<file path="config.mk">
export PLATFORM = sky130hd
export DESIGN_NAME = button_input
export DESIGN_NICKNAME = d
export VERILOG_FILES = /design/src/rtl/button_input.sv
export SDC_FILE = /design/constraint.sdc
export NUM_CORES = 1
export LEC_CHECK = 0
export ABC_AREA = 0
export CORE_MARGIN = 2
export CORE_UTILIZATION = 35
export DETAILED_ROUTE_END_ITERATION = 12
export HOLD_SLACK_MARGIN = 0.06
export PLACE_DENSITY_LB_ADDON = 0.15
export SETUP_SLACK_MARGIN = 0.05
export SLEW_MARGIN = 40
export SYNTH_ARGS = -nofsm -noshare
export SYNTH_HDL_FRONTEND = slang
export SYNTH_SLANG_ARGS = --single-unit
export TNS_END_PERCENT = 1
</file>
<file path="constraint.sdc">
create_clock -name clk -period 1.5 [get_ports clk]
set_clock_uncertainty 0.05 [all_clocks]
set_input_delay 0.225 -clock clk [delete_from_list [all_inputs] [get_ports clk]]
set_output_delay 0.225 -clock clk [all_outputs]
set_load 0.03 [all_outputs]
</file>
<file path="src/rtl/button_input.sv">
`default_nettype none
// ============================================================================
// Module   : button_input
// Purpose  : Synchronizes, debounces and edge-detects the eight active-low
//            joypad buttons, and generates the no_push_pwm dimming strobe.
// Revision : 1.0 - initial release
// ============================================================================
module button_input #(
    parameter int DEBOUNCE_CYCLES = 16,
    parameter int PWM_PERIOD      = 256,
    parameter int PWM_DUTY        = 16
) (
    input  logic       clk,
    input  logic       reset,
    input  logic [7:0] raw_buttons,
    output logic [7:0] buttons,
    output logic       no_push_pwm,
    output logic       press_pulse
);

    localparam int                   c_cnt_w   = (DEBOUNCE_CYCLES > 1) ? $clog2(DEBOUNCE_CYCLES) : 1;
    localparam logic [c_cnt_w-1:0]   c_cnt_max = c_cnt_w'(DEBOUNCE_CYCLES - 1);
    localparam int                   c_pwm_w   = $clog2(PWM_PERIOD);
    localparam logic [c_pwm_w-1:0]   c_pwm_max = c_pwm_w'(PWM_PERIOD - 1);
    localparam logic [31:0]          c_duty    = PWM_DUTY;

    logic [7:0]         r_sync1;
    logic [7:0]         r_sync2;
    logic [7:0]         w_buttons_next;
    logic [c_pwm_w-1:0] r_pwm_cnt;
    logic               w_pwm_low;

    always_ff @(posedge clk) begin
        if (reset) begin
            r_sync1 <= 8'hFF;
            r_sync2 <= 8'hFF;
        end else begin
            r_sync1 <= raw_buttons;
            r_sync2 <= r_sync1;
        end
    end

    // Each bit owns its counter; a return to the stable level clears it outright.
    for (genvar i = 0; i < 8; i++) begin : g_bit
        logic [c_cnt_w-1:0] r_cnt;
        logic               w_differs;
        logic               w_accept;

        assign w_differs         = (r_sync2[i] != buttons[i]);
        assign w_accept          = w_differs && (r_cnt == c_cnt_max);
        assign w_buttons_next[i] = w_accept ? r_sync2[i] : buttons[i];

        always_ff @(posedge clk) begin
            if (reset || !w_differs || w_accept) begin
                r_cnt <= '0;
            end else begin
                r_cnt <= r_cnt + 1'b1;
            end
        end
    end

    always_ff @(posedge clk) begin
        if (reset) begin
            buttons     <= 8'hFF;
            press_pulse <= 1'b0;
        end else begin
            buttons     <= w_buttons_next;
            press_pulse <= |(buttons & ~w_buttons_next);
        end
    end

    assign w_pwm_low = ({{(32 - c_pwm_w){1'b0}}, r_pwm_cnt} < c_duty);

    always_ff @(posedge clk) begin
        if (reset) begin
            r_pwm_cnt   <= '0;
            no_push_pwm <= 1'b1;
        end else begin
            r_pwm_cnt   <= (r_pwm_cnt == c_pwm_max) ? '0 : r_pwm_cnt + 1'b1;
            no_push_pwm <= !w_pwm_low;
        end
    end

endmodule
`default_nettype wire

</file>
# ---- After elaboration in Yosys (flattened, before gate mapping)
# Cells that the tools add are included.
dict set report totals {
  reg_bits 66
  mem_bits_rw 0
  romBits 0
  n_memories 0
  latchBits 0
  word_cells 86
  out_inout_bits 10
}
dict set report classes {
  n_reduce_logical 35
  mul 0
  div_mod_pow 0
  n_lt_le_gt_ge 1
  n_bitwise 2
  add_sub_neg 9
  n_eq_ne 17
  shifts 0
  mux 8
}
# op n
set ops {}
lappend ops {{4-bit by 1-bit adder with 4-bit output (second input constant)} 8}
lappend ops {{4-bit equality test (second input constant)} 8}
lappend ops {{1-bit logical OR} 16}
lappend ops {{1-bit zero test} 9}
lappend ops {{8-bit by 1-bit adder with 8-bit output (second input constant)} 1}
lappend ops {{8-bit AND} 1}
lappend ops {{8-bit equality test (second input constant)} 1}
lappend ops {{1-bit logical AND} 8}
lappend ops {{8-bit by 5-bit < comparator with 1-bit output (second input constant)} 1}
lappend ops {{1-bit 2-to-1 mux} 8}
lappend ops {{1-bit inequality test} 8}
lappend ops {{8-bit inverter} 1}
lappend ops {{8-bit OR reduction} 1}
lappend ops {{2-bit OR reduction} 1}

# ---- Depth between registers and ports, before layout
dict set report logic_depth {
  depth_word 6
  depth_mapped 4
  ltp_nobuf 4
}

# ---- Worst setup path before layout
# No wires, ideal clock.
dict set report synth_timing {
  path_kind {flip-flop to flip-flop}
  start {reg g_bit[1].r_cnt[0]}
  end {reg g_bit[1].r_cnt[2]}
  required_time_ns 1.386
  period_less_slack_ns 1.320
  t_arrival_ns 1.206
  setup_slack_ns 0.180
  stages_incl_launch_ff 5
  setup_ns 0.064
  path_buffers 0
  path_cell_list {dfxtp_1 > ha_1 > and3_1 > or3_1 > nor2_1}
}
dict set report synth_via {
  elab_chain_cells 3
  elab_cells_between_ends 4
  classes_between {1 x add/sub; 1 x eq/ne; 2 x reduce/logical}
}
# item line
set synth_rtl {}
lappend synth_rtl {{start: declaration} 45} ;# logic [c_cnt_w-1:0] r_cnt;
lappend synth_rtl {{start signal: assignment} 57} ;# r_cnt <= r_cnt + 1'b1;
lappend synth_rtl {{branches (longest 3 deep; another with 4-bit by 1-bit adder with 4-bit output)} n/a}
# Several ways; the timed one is not identified.
# A chain may end at the register's enable or synchronous reset.

# ---- Worst setup path in the final report
dict set report layout_timing {
  start {reg buttons[1]}
  end {out buttons[1]}
}
# item line
set layout_rtl {}
lappend layout_rtl {{start: declaration} 16} ;# output logic [7:0] buttons,
lappend layout_rtl {{start signal: assignment} 67} ;# buttons <= w_buttons_next;
# No word-level cell between the ends.

==> results.tsv <==
metric	value	unit
FF+latch count, synth	66	
largest net degree at the start of global routing	25	
CP Launch Type	flop	
Skew-Pair Late Insertion Delay	330	ps
total gr overflow	0	
Worst Max-Slew Pin Slew	318	ps
Total Power	0.00343	W
fin crit share	0.949	
# DRC	0	
worst setup path start	buttons[1]	
FP Rows	30	
status	complete, no violations	
post-route antenna net violation count	0	
Vias	1585	
Synthesis Warnings	0	
cell area after synthesis	0.00246	mm^2
Top Ports	20	
CTS Buffer Depth	2	
Hold Vio Cnt, Final	0	
layout cells sized above 1	0.155	
CTS tree	built	
minimum clock period	1420	ps
final setup vio count	0	
Crit path buffers/inverters	1	
peak supply drop	698	uV
Req. time, crit path	1220	ps
register area share after synthesis	0.537	
R2R Setup Slk	90	ps
unrepaired setup endpoints after global routing	yes	
Final Slew Violations	0	
first-pass GRT wire length	6440	um
Critical Path End Type	output port	
drt pass-1 iters	4	
Routability Congestion	0.703	
Worst R2R Start	g_bit[1].r_cnt[0]	
CP arrival	1150	ps
commonest non-fill, non-tap cell in the layout	dfxtp_1	
Syn Inst Count	243	
Area growth, synth to finish	21.9	%
# clock sinks	66	
Worst-path clk slew	70	ps
nets@finish	292	
reg-to-reg endpoint	g_bit[1].r_cnt[2]	
most frequent cells in the layout	dfxtp_1, nor2_1, xor2_1	
worst stage delay on the critical path	420	ps
Core Region	0.00679	mm^2
chip height	87.8	um
CP max-delay cell	dlygate4sd2_1	
worst-path maximum fanout	4	
Antenna Diode Count	0	
vias in the first global route	1498	
Pleak	1.23	nW
cell count along the critical path	1	
critical path type	flop to output port	
Post-synth ARST share	0	
prevailing post-synth register cell	dfxtp_1	
syn avg cell area	10.1	um^2
relative slew slack	0.789	
Tot GR Track Use	0.110	
CP delay by family, top	buffers and inverters	
H-tree depth	3	
EDFF count, synth	0	
Root Buffer	clkbuf_8	
Die Area	0.00771	mm^2
chip width	87.8	um
Tightest Hold Check Type	flop to flop	
initial cell density of the core	0.362	
CP endpoint	buttons[1]	
R2R cell count	4	
synthesized net count	262	
Routed wire per std cell	9.83	um
number of port buffers	19	
hpwl dp	2600	um
TNS Setup	0	ps
number of vias per cell	4.24	
antenna violations before repair	0	
fmax	702	MHz
Routed WL	3680	um
initial DRC count	37	
crit-path cells	dlygate4sd2_1	
Yosys cell types	32	
Max Cap Viol	0	
PwrDens	1140	mW/mm^2
number of CTS-inserted buffers	9	
[sequential cells by signal, indices dropped and copies added (netlist names)]
signal,cells
press_pulse,1
r_sync1,8
g_bit.r_cnt,32
no_push_pwm,1
buttons,8
r_sync2,8
r_pwm_cnt,8
[per-stage QoR]
stage | utilization | instance area, um^2 | hold WS [ps] | setup WS (ps) | instances
2_1_floorplan | - | 2460 | 279 | 180 | 243
3_3_place_gp | 0.410 | 2790 | 342 | 33.4 | 358
3_5_place_dp | 0.410 | 2790 | 345 | 20.1 | 358
4_1_cts | 0.438 | 2980 | 362 | 54.0 | 374
5_1_grt | 0.441 | 3000 | 376 | 19.8 | 374
6_report | 0.441 | 3000 | 360 | 76.4 | 374
[cell usage after synthesis (all sizes together), types with 2 or more instances]
| cell | n | area share |
|---|---|---|
| a211o | 3 | 0.011 |
| a21oi | 2 | 0.0041 |
| and3 | 3 | 0.0076 |
| and3b | 5 | 0.018 |
| clkbuf | 4 | 0.0061 |
| dfxtp | 66 | 0.54 |
| ha | 9 | 0.046 |
| inv | 13 | 0.020 |
| mux2i | 5 | 0.020 |
| nand2 | 4 | 0.0061 |
| nand2b | 8 | 0.020 |
| nand3 | 17 | 0.037 |
| nand3b | 5 | 0.015 |
| nor2 | 33 | 0.050 |
| nor2b | 5 | 0.013 |
| o21ai | 2 | 0.0041 |
| o32a | 2 | 0.0081 |
| or2 | 16 | 0.041 |
| or3 | 5 | 0.013 |
| xnor2 | 7 | 0.025 |
| xor2 | 20 | 0.071 |
[routing by layer]
| metal | global-route usage | share of wire | up-vias |
|---|---|---|---|
| li1 | - | - | 861 |
| met1 | 0.135 | 0.52 | 690 |
| met2 | 0.162 | 0.41 | 26 |
| met3 | 0.0547 | 0.059 | 8 |
| met4 | 0.0503 | 0.018 | 0 |
| met5 | 0 | 0 | - |
[worst min-delay path by stage]
stage                         from    endpoint  slack, ps  cells after the start
floorplan           raw_buttons[0]  r_sync1[0]        280                      1
global placement        r_sync1[1]  r_sync2[1]        340                      1
detailed placement      r_sync1[2]  r_sync2[2]        340                      1
CTS                     r_sync1[2]  r_sync2[2]        360                      1
global route            r_sync1[5]  r_sync2[5]        380                      1
finish                  r_sync1[2]  r_sync2[2]        360                      1
[kinds of logic (layout without fill, tap and decap cells)]
group,after synthesis,in the layout,share of synthesized area
compound gates,15,15,0.0463
xor+xnor,27,27,0.0961
fa+ha+maj,9,9,0.0458
buf+inv,17,52,0.0259
flops,66,66,0.537
mux,5,5,0.0203
simple gates,104,104,0.228
[cell type report]
| class | instances | area [um^2] |
|---|---|---|
| fill | 648 | 3800 |
| sequential | 66 | 1320 |
| multi-input combinational | 160 | 1090 |
| timing repair buffer | 23 | 210 |
| clock buffer | 11 | 151 |
| tap | 96 | 120 |
| clock inverter | 5 | 52.6 |
| inverter | 13 | 48.8 |
[power by group]
part	switching [W]	internal (W)
combinational	0.0000506	0.0000711
clock	0.000643	0.000849
sequential	0.0000249	0.00179
[what timing repair did]
action / in CTS / in global routing
gates resized for setup: 12 / 5
endpoints found under the setup margin: 10 / 21
buffers inserted: 0 / 0
hold buffers: 0 / 0
Power figures use the tool's default switching activity.
